File: config.mk
export PLATFORM = sky130hd
export DESIGN_NAME = booth_multiplier_flat
export DESIGN_NICKNAME = d
export VERILOG_FILES = /design/src/rtl/booth_mult_pkg.sv /design/src/rtl/booth_multiplier_if.sv /design/src/rtl/booth_step.sv /design/src/rtl/booth_multiplier.sv /design/src/flat_wrapper.sv
export SDC_FILE = /design/constraint.sdc
export NUM_CORES = 1
export LEC_CHECK = 0
export ABC_AREA = 1
export ABC_CLOCK_PERIOD_IN_PS = 2900
export CAP_MARGIN = 20
export CORE_MARGIN = 2
export CORE_UTILIZATION = 26
export DETAILED_ROUTE_END_ITERATION = 10
export GPL_TIMING_DRIVEN = 0
export MAX_ROUTING_LAYER = met4
export SETUP_SLACK_MARGIN = 0.3
export SKIP_LAST_GASP = 1
export SLEW_MARGIN = 0
export SYNTH_ARGS = -nofsm -noshare
export SYNTH_HDL_FRONTEND = slang
export SYNTH_HIERARCHICAL = 1
export SYNTH_SLANG_ARGS = --single-unit
File: constraint.sdc
create_clock -name clk -period 2.9 [get_ports clk]
set_input_delay 0.58 -clock clk [delete_from_list [all_inputs] [get_ports clk]]
set_output_delay 0.58 -clock clk [all_outputs]
set_load 0.01 [all_outputs]
File: src/rtl/booth_mult_pkg.sv
// Shared types and helpers for the radix-2 Booth multiplier.
package booth_mult_pkg;

    typedef enum logic [1:0] {
        IDLE,
        RUN,
        DONE
    } state_t;

    typedef enum logic [1:0] {
        NOP,
        ADD,
        SUB
    } booth_op_t;

    // Step counter must hold 0..DW.
    function automatic int cnt_width(input int dw);
        return $clog2(dw + 2);
    endfunction

endpackage

File: src/rtl/booth_multiplier_if.sv
// Start/ready/done handshake and operand/product bus of the Booth multiplier.
interface booth_multiplier_if #(
    parameter int DW = 8
);
    logic              start;
    logic              signed_mode;
    logic [DW-1:0]     multiplicand;
    logic [DW-1:0]     multiplier;
    logic              ready;
    logic              busy;
    logic              done;
    logic [2*DW-1:0]   product;

    modport master (
        output start, signed_mode, multiplicand, multiplier,
        input  ready, busy, done, product
    );

    modport slave (
        input  start, signed_mode, multiplicand, multiplier,
        output ready, busy, done, product
    );
endinterface

File: src/rtl/booth_step.sv
// One radix-2 Booth iteration: conditional add/subtract of Mx, then an
// arithmetic right shift of {A, Q, q-1}.
module booth_step
    import booth_mult_pkg::*;
#(
    parameter int DW = 8
) (
    input  logic [DW+1:0] acc,
    input  logic [DW:0]   q,
    input  logic          q_m1,
    input  logic [DW+1:0] mx,
    output logic [DW+1:0] acc_next,
    output logic [DW:0]   q_next,
    output logic          q_m1_next
);

    booth_op_t       op;
    logic [DW+1:0]   sum;

    always_comb begin
        // NOTE: every variable gets a default first so no path can infer a latch.
        op  = NOP;
        sum = acc;
        case ({q[0], q_m1})
            2'b01:   op = ADD;
            2'b10:   op = SUB;
            default: op = NOP;
        endcase
        case (op)
            ADD:     sum = acc + mx;
            SUB:     sum = acc - mx;
            default: sum = acc;
        endcase
        // The dropped LSB of Q becomes the new q-1; A's sign bit is replicated.
        {acc_next, q_next, q_m1_next} = {sum[DW+1], sum, q};
    end

endmodule

File: src/rtl/booth_multiplier.sv
// Sequential radix-2 Booth multiplier: IDLE/RUN/DONE FSM, step counter and
// operand/accumulator registers around a combinational booth_step.
module booth_multiplier
    import booth_mult_pkg::*;
#(
    parameter int DW = 8
) (
    input  logic               clk,
    input  logic               rst,
    booth_multiplier_if.slave  bus
);

    localparam int            CW        = cnt_width(DW);
    localparam logic [CW-1:0] LAST_STEP = CW'(DW);

    state_t          state;
    state_t          state_next;
    logic            ready;
    logic            accept;

    logic [DW+1:0]   acc;
    logic [DW+1:0]   acc_n;
    logic [DW+1:0]   mx;
    logic [DW:0]     q;
    logic [DW:0]     q_n;
    logic            q_m1;
    logic            q_m1_n;
    logic [CW-1:0]   cnt;
    logic [2*DW-1:0] product;
    logic            ext_m;
    logic            ext_q;

    booth_step #(.DW(DW)) u_step (
        .acc       (acc),
        .q         (q),
        .q_m1      (q_m1),
        .mx        (mx),
        .acc_next  (acc_n),
        .q_next    (q_n),
        .q_m1_next (q_m1_n)
    );

    always_comb begin
        state_next = state;
        ready      = 1'b0;
        case (state)
            IDLE: ready = 1'b1;
            RUN:  if (cnt == LAST_STEP) state_next = DONE;
            DONE: begin
                ready      = 1'b1;
                state_next = IDLE;
            end
            default: state_next = IDLE;
        endcase
        accept = ready & bus.start;
        if (accept) state_next = RUN;
    end

    // Extension bit is the operand's sign only in signed mode.
    assign ext_m = bus.signed_mode & bus.multiplicand[DW-1];
    assign ext_q = bus.signed_mode & bus.multiplier[DW-1];

    always_ff @(posedge clk) begin
        // NOTE: sequential state uses non-blocking assignments so all registers update together.
        if (rst) begin
            state   <= IDLE;
            acc     <= '0;
            mx      <= '0;
            q       <= '0;
            q_m1    <= 1'b0;
            cnt     <= '0;
            product <= '0;
        end else begin
            state <= state_next;
            if (accept) begin
                acc  <= '0;
                mx   <= {{2{ext_m}}, bus.multiplicand};
                q    <= {ext_q, bus.multiplier};
                q_m1 <= 1'b0;
                cnt  <= '0;
            end else if (state == RUN) begin
                acc  <= acc_n;
                q    <= q_n;
                q_m1 <= q_m1_n;
                cnt  <= cnt + CW'(1);
                if (cnt == LAST_STEP) product <= {acc_n[DW-2:0], q_n};
            end
        end
    end

    assign bus.ready   = ready;
    assign bus.busy    = ~ready;
    assign bus.done    = (state == DONE);
    assign bus.product = product;

endmodule

File: src/flat_wrapper.sv
// flat-port wrapper written by rule: the top's interface ports become plain ports
module booth_multiplier_flat import booth_mult_pkg::*;
#(
    parameter int DW = 8
)
  (clk, rst, bus_start, bus_signed_mode, bus_multiplicand, bus_multiplier, bus_ready, bus_busy, bus_done, bus_product);
  booth_multiplier_if #(.DW(DW)) bus_i ();
  input  logic clk;
  input  logic rst;
  input wire logic [$bits(bus_i.start)-1:0] bus_start;
  input wire logic [$bits(bus_i.signed_mode)-1:0] bus_signed_mode;
  input wire logic [$bits(bus_i.multiplicand)-1:0] bus_multiplicand;
  input wire logic [$bits(bus_i.multiplier)-1:0] bus_multiplier;
  output wire logic [$bits(bus_i.ready)-1:0] bus_ready;
  output wire logic [$bits(bus_i.busy)-1:0] bus_busy;
  output wire logic [$bits(bus_i.done)-1:0] bus_done;
  output wire logic [$bits(bus_i.product)-1:0] bus_product;
  assign bus_i.start = bus_start;
  assign bus_i.signed_mode = bus_signed_mode;
  assign bus_i.multiplicand = bus_multiplicand;
  assign bus_i.multiplier = bus_multiplier;
  assign bus_ready = bus_i.ready;
  assign bus_busy = bus_i.busy;
  assign bus_done = bus_i.done;
  assign bus_product = bus_i.product;
  booth_multiplier #(.DW(DW)) u_core (.clk(clk), .rst(rst), .bus(bus_i));
endmodule
; Word-level counts from Yosys, hierarchy flattened
; Cells that the tools add are included.
[word_totals]
ff_bits = 50
wordCells = 42
[classes]
bitwise = 6
eq_ne = 10
add_sub_neg = 3
reduce_logical = 7
muxes = 8
[op_table]
columns = cell, count
row1 = $pmux W10 S2, 1
row2 = $mux W9, 2
row3 = $add A9 B9 Y10, 1
row4 = $sub A9 B9 Y10, 1
row5 = $pmux W2 S2, 2
row6 = $eq A2 B1 Y1 const B, 3
row7 = $eq A2 B2 Y1 const B, 3
row8 = $add A4 B1 Y4 const B, 1
row9 = $eq A4 B4 Y1 const B, 1
row10 = $reduce_and A2 Y1, 2
row11 = $reduce_or A2 Y1, 2
row12 = $and A1 B1 Y1, 3
row13 = $ne A3 B2 Y1 const B, 1
row14 = $not A1 Y1, 3
row15 = $reduce_and A3 Y1, 1
row16 = $logic_not A2 Y1, 1
row17 = $mux W1, 2
row18 = $mux W2, 1
row19 = $ne A2 B1 Y1 const B, 1
row20 = $ne A2 B2 Y1 const B, 1
row21 = $reduce_bool A2 Y1, 1

; Longest topological paths before layout
[depth]
word_depth = 6
ltp_mapped = 23
depth_no_buf = 22

; Cells and area by module
; Netlist, hierarchy kept.
[modules_own_cells]
columns = module, area_each_um2, n_inst, seq_area_each_um2, cells_each
row1 = booth_multiplier, 2195.9, 1, 1021.0, 316
row2 = booth_step, 898.4, 1, 0.0, 156

; Least setup slack after synthesis
; No wires, ideal clock.
[synth_path]
kind = register to register
start = reg u_core.mx[0]
end = reg, netlist name u_core/acc[9]
stages_incl_launch_ff = 20
path_buffers = 1
t_arrival_ns = 2.308
slack_ns = 0.473
period_less_slack_ns = 2.427
path_cell_list = dfxtp_1 > inv_1 > ha_1 > nand2_1 > nor4_1 > a21oi_1 > xor2_1 > inv_1 > ha_1 > nand2_1 > inv_1 > a21oi_2 > nand3_2 > nand3_2 > nand3_2 > nand2_1 > nand2_1 > buf_4 > nand2_1 > a21oi_1
[synth_between]
elab_chain_cells = 2
[synth_lines]
columns = element, line_no
row1 = "start, declared", booth_multiplier.sv:23  ; logic [DW+1:0] mx;
row2 = "start signal, assigned", booth_multiplier.sv:77  ; mx <= {{2{ext_m}}, bus.multiplicand};
row3 = $sub A9 B9 Y10 or $add A9 B9 Y10 (tied branches), "booth_step.sv:31, booth_step.sv:30"
row4 = $pmux W10 S2 *, booth_step.sv:29  ; case (op)
row5 = named net u_core.acc_n[8], booth_multiplier.sv:22  ; logic [DW+1:0] acc_n;
; The timed path passes the listed nets; every way through them passes the cells marked *.
; A chain may end at the register's enable or synchronous reset.

; Worst setup path after layout
[layout_path]
start = reg u_core.mx[1]
end = reg, netlist name u_core/acc[9]
[layout_between]
elab_chain_cells = 2
[layout_lines]
columns = element, line_no
row1 = $sub A9 B9 Y10 or $add A9 B9 Y10 (tied branches), "booth_step.sv:31, booth_step.sv:30"
row2 = $pmux W10 S2 *, booth_step.sv:29
row3 = named net u_core.acc_n[8], booth_multiplier.sv:22
; Marked as above.

==> summary.md <==
| Metric | Value |
|---|---|
| Status | finished, violations left |
| Failing checks | design-rule violations |
| Multi-input combinational cell area | between 1500 and 2000 um2 |
| RR Endpoint | u_core/acc[9]$_SDFFE_PP0P_ |
| Post-synthesis sequential area ratio | 0.330 |
| Internal power | around 0.0014 W |
| RSZ-0062 raised after global routing | false |
| Synth area leader | dfxtp_1 |
| Dpl hpwl | just over 6 mm |
| Largest net degree at the start of global routing | 18 |
| Crit path largest cell delay | ~330 ps |
| Overflow after GRT | 0 |
| Setup violations, final | 0 |
| Fmax | ~400 MHz |
| Yosys reg bits | 51 |
| Post-Synthesis Net Count | a little over 500 |
| Crit Path Max Fanout | 4 |
| Max cap viols | 0 |
| Worst setup margin | roughly 450 ps |
| Die width | ~110 um |
| Initial antenna violation count | 0 |
| Net Sw Frac | 0.317 |
| Clk_lat worst skew | around 290 ps |
| DR iter-0 viols | ~130 |
| Cell repeated most along the worst path | nand2_2 |
| Most used DFF post-synth | dfxtp_1 |
| FF-to-FF Start | u_core/mx[1]$_SDFFE_PP0P_ |
| Setup TNS | 0 ps |
| DR vias | roughly 3000 |
| End point of the critical path | u_core/acc[9]$_SDFFE_PP0P_ |
| Clk_skew | 6.20 ps |
| Post-route DRC | 1 |
| Reg2reg setup slack | approximately 450 ps |
| Number of flops mapped to enable cells by yosys | 0 |
| Worst path slowest cell | dfxtp_2 |
| Drt pass-1 iters | 7 |
| Cell area after layout | roughly 4000 um2 |
| Clock Tree Root | clkbuf_16 |
| Synth warn | 6 |
| Vias per cell | 4.39 |
| Placement Setup Slack | between 80 and 90 ps |
| Period minus WS final | about 2500 ps |
| Avg WL per Cell | about 12 um |
| DRT antenna net count | 0 |
| First-pass GRT wire length | roughly 13 mm |
| CP Cell Sequence | inv_2, ha_4, nand2_4, nor4_4, a21oi_4, xor2_1, inv_1, ha_4, nand2_2, nor2_4, nand3_2, nand3_2, inv_2, nand2_2, nand3_2, nand2_2, nand2_2, buf_6, nand2_2, a21oi_1 |
| Ant. Diodes | 0 |
| H-Tree Depth | 2 |
| Clock transition at path regs | 70 ps |
| Sequential fraction of design power | 0.366 |
| GRT Util Overall | 0.128 |
| Min-Delay Path Class | flip-flop to flip-flop |
| Slew @ Worst Pin | approximately 510 ps |
| Core Region | around 12000 um2 |
| Logic pwr share | 0.305 |
| Die ar. | 12800 um2 |
| CTS buffer count | 5 |
| CP required | slightly above 3000 ps |
| Vias in the first global route | 3005 |
| Sw Pwr | between 0.0006 and 0.0007 W |
| Top cell type's share of synthesized area | 0.330 |
| CTS tree | done |
| # clock sinks | ~50 |
| Number of port buffers | 37 |
| Pwr dens | between 500 and 600 nW/um2 |
| Async set or reset register ratio after synthesis | 0 |
| Final GP Congestion | 0.798 |
| LEAKAGE | around 1.8 nW |
| Post-Synthesis Cell Area | around 3100 um2 |
| Cell count after synthesis | about 470 |
| Post-synthesis cell type count | 32 |
| Register Area | 1030 um2 |
| Initial core utilization | 0.269 |
| Hold WS | 485 ps |
| Max Root-Sink Buffers | 2 |
| FF-to-FF path depth | 20 |
| CTS Hold Buffers Added | 0 |
| CP Class | flip-flop to flip-flop |
| Syn_area_per_cell | 6.56 um2 |
| Row cnt | 39 |
| Fin crit share | 0.845 |
| Crit path arrival time | approximately 2600 ps |
| Fillers | roughly 1300 |
| Final net count | around 560 |
| Clock Power Share | 0.330 |
| Layout cell share with drive strength beyond 1 | 0.187 |
| IO Count | 39 |
| Die Ht | 113 um |
| Hold Fails Final Rpt | 0 |
| Slew Viols, Final | 0 |
| Dpl cell area | 3640 um2 |
| Worst relative slew slack | 0.663 |
| Critical path startpoint category | flip-flop |
| Drt total wl | between 7 and 8 mm |
| Peak VDD IR | 0.257 mV |
| Synth top area cells | dfxtp_1, nand2_1, nor2_1 |
| Area Growth Syn to Fin | 31.7% |
| CP Capture Type | flip-flop |
| Worst Setup SP | u_core/mx[1]$_SDFFE_PP0P_ |
[routing by layer]
metal | up-vias | GRT usage | wire length [um]
met1 | 1324 | 0.142 | 3320
met5 | - | - | 0
met4 | 0 | 0.0390 | 124
met2 | 46 | 0.238 | 4050
met3 | 11 | 0.0171 | 241
li1 | 1545 | - | -
[power by group through the flow]
stage / combinational [W] / clock (W) / sequential [W]
finish: 0.000633 / 0.000684 / 0.000758
global route: 0.000707 / 0.000736 / 0.000763
CTS: 0.000558 / 0.000698 / 0.000757
detailed placement: 0.000509 / 0 / 0.000770
global placement: 0.000497 / 0 / 0.000770
floorplan: 0.000388 / 0 / 0.000763
[cells in the final DEF (no fill, tap or decap), types with 6 or more instances in the layout]
cell type,count
buf_2,6
a21oi_2,6
nand2_2,14
clkdlybuf4s50_1,37
nand3b_1,9
nor2_1,79
nand2_1,101
buf_4,20
nand3_1,35
o21ai_0,14
dfxtp_1,47
inv_2,8
inv_1,58
ha_4,6
a21oi_1,17
[repair_timing]
item / in CTS / in global routing
endpoints found under the hold margin: 0 / 0
gates resized for setup: 19 / 38
pin swaps: 5 / 22
endpoints found under the setup margin: 6 / 11
buffers inserted: 2 / 4
[cells by family after synthesis]
group                      count (synthesis)  synth area share
and+or+nand+nor                          257             0.366
buffers and inverters                     96             0.140
DFF                                       51             0.330
AOI/OAI and AO/OA                         46            0.0821
adders and majority gates                 14            0.0590
xor gates and xnor gates                   8            0.0226
[state kept, by name, summed over array words and instances (netlist names)]
name,count
u_core/bus.product,16
u_core/acc,10
u_core/mx,9
u_core/state,2
u_core/cnt,4
u_core/q,9
u_core/q_m1,1
[synthesized netlist by cell type, drive strengths merged (2+ instances only)]
library cell / instances
dfxtp: 51
xnor2: 5
a21oi: 25
nor3: 2
nand4: 2
ha: 13
nand3: 39
buf: 25
xor2: 3
o21ai: 19
nand2: 119
inv: 67
nand3b: 9
clkbuf: 4
nor2: 84
[worst max-delay path: cells and delay by family, from the launching register on]
kind | cells | cell delay [ps]
xor+xnor | 1 | 130
flops | 1 | 330
simple gates | 11 | 1000
compound gates | 2 | 150
fa+ha+maj | 2 | 430
buf+inv | 4 | 310
[worst min path at each step]
stage / start / depth (start not counted) / end / slack (ps)
after floorplan: u_core/q_m1$_SDFFE_PP0P_ / 2 / u_core/q_m1$_SDFFE_PP0P_ / 440
after global placement: u_core/q_m1$_SDFFE_PP0P_ / 2 / u_core/q_m1$_SDFFE_PP0P_ / 460
after detailed placement: u_core/q[7]$_SDFFE_PP0P_ / 2 / u_core/q[7]$_SDFFE_PP0P_ / 480
after CTS: u_core/q[7]$_SDFFE_PP0P_ / 2 / u_core/q[7]$_SDFFE_PP0P_ / 490
after global routing: u_core/q[7]$_SDFFE_PP0P_ / 2 / u_core/q[7]$_SDFFE_PP0P_ / 510
final: u_core/q_m1$_SDFFE_PP0P_ / 2 / u_core/q_m1$_SDFFE_PP0P_ / 480
[cell type report]
type                       count  area share
buffer                        29      0.0470
clock buffer                   5      0.0307
clock inverter                 3      0.0114
inverter                      67      0.0629
multi-input combinational    325       0.451
sequential                    51       0.252
tap                          143      0.0439
timing repair buffer          43       0.102
[metrics by stage]
stage,total power [W],std cells,utilization
2_1_floorplan,0.00115,472,-
3_3_place_gp,0.00127,652,0.316
3_5_place_dp,0.00128,652,0.316
4_1_cts,0.00201,662,0.341
5_1_grt,0.00221,666,0.354
6_report,0.00207,666,0.354
Note: power is estimated with default switching activity, not from simulation.
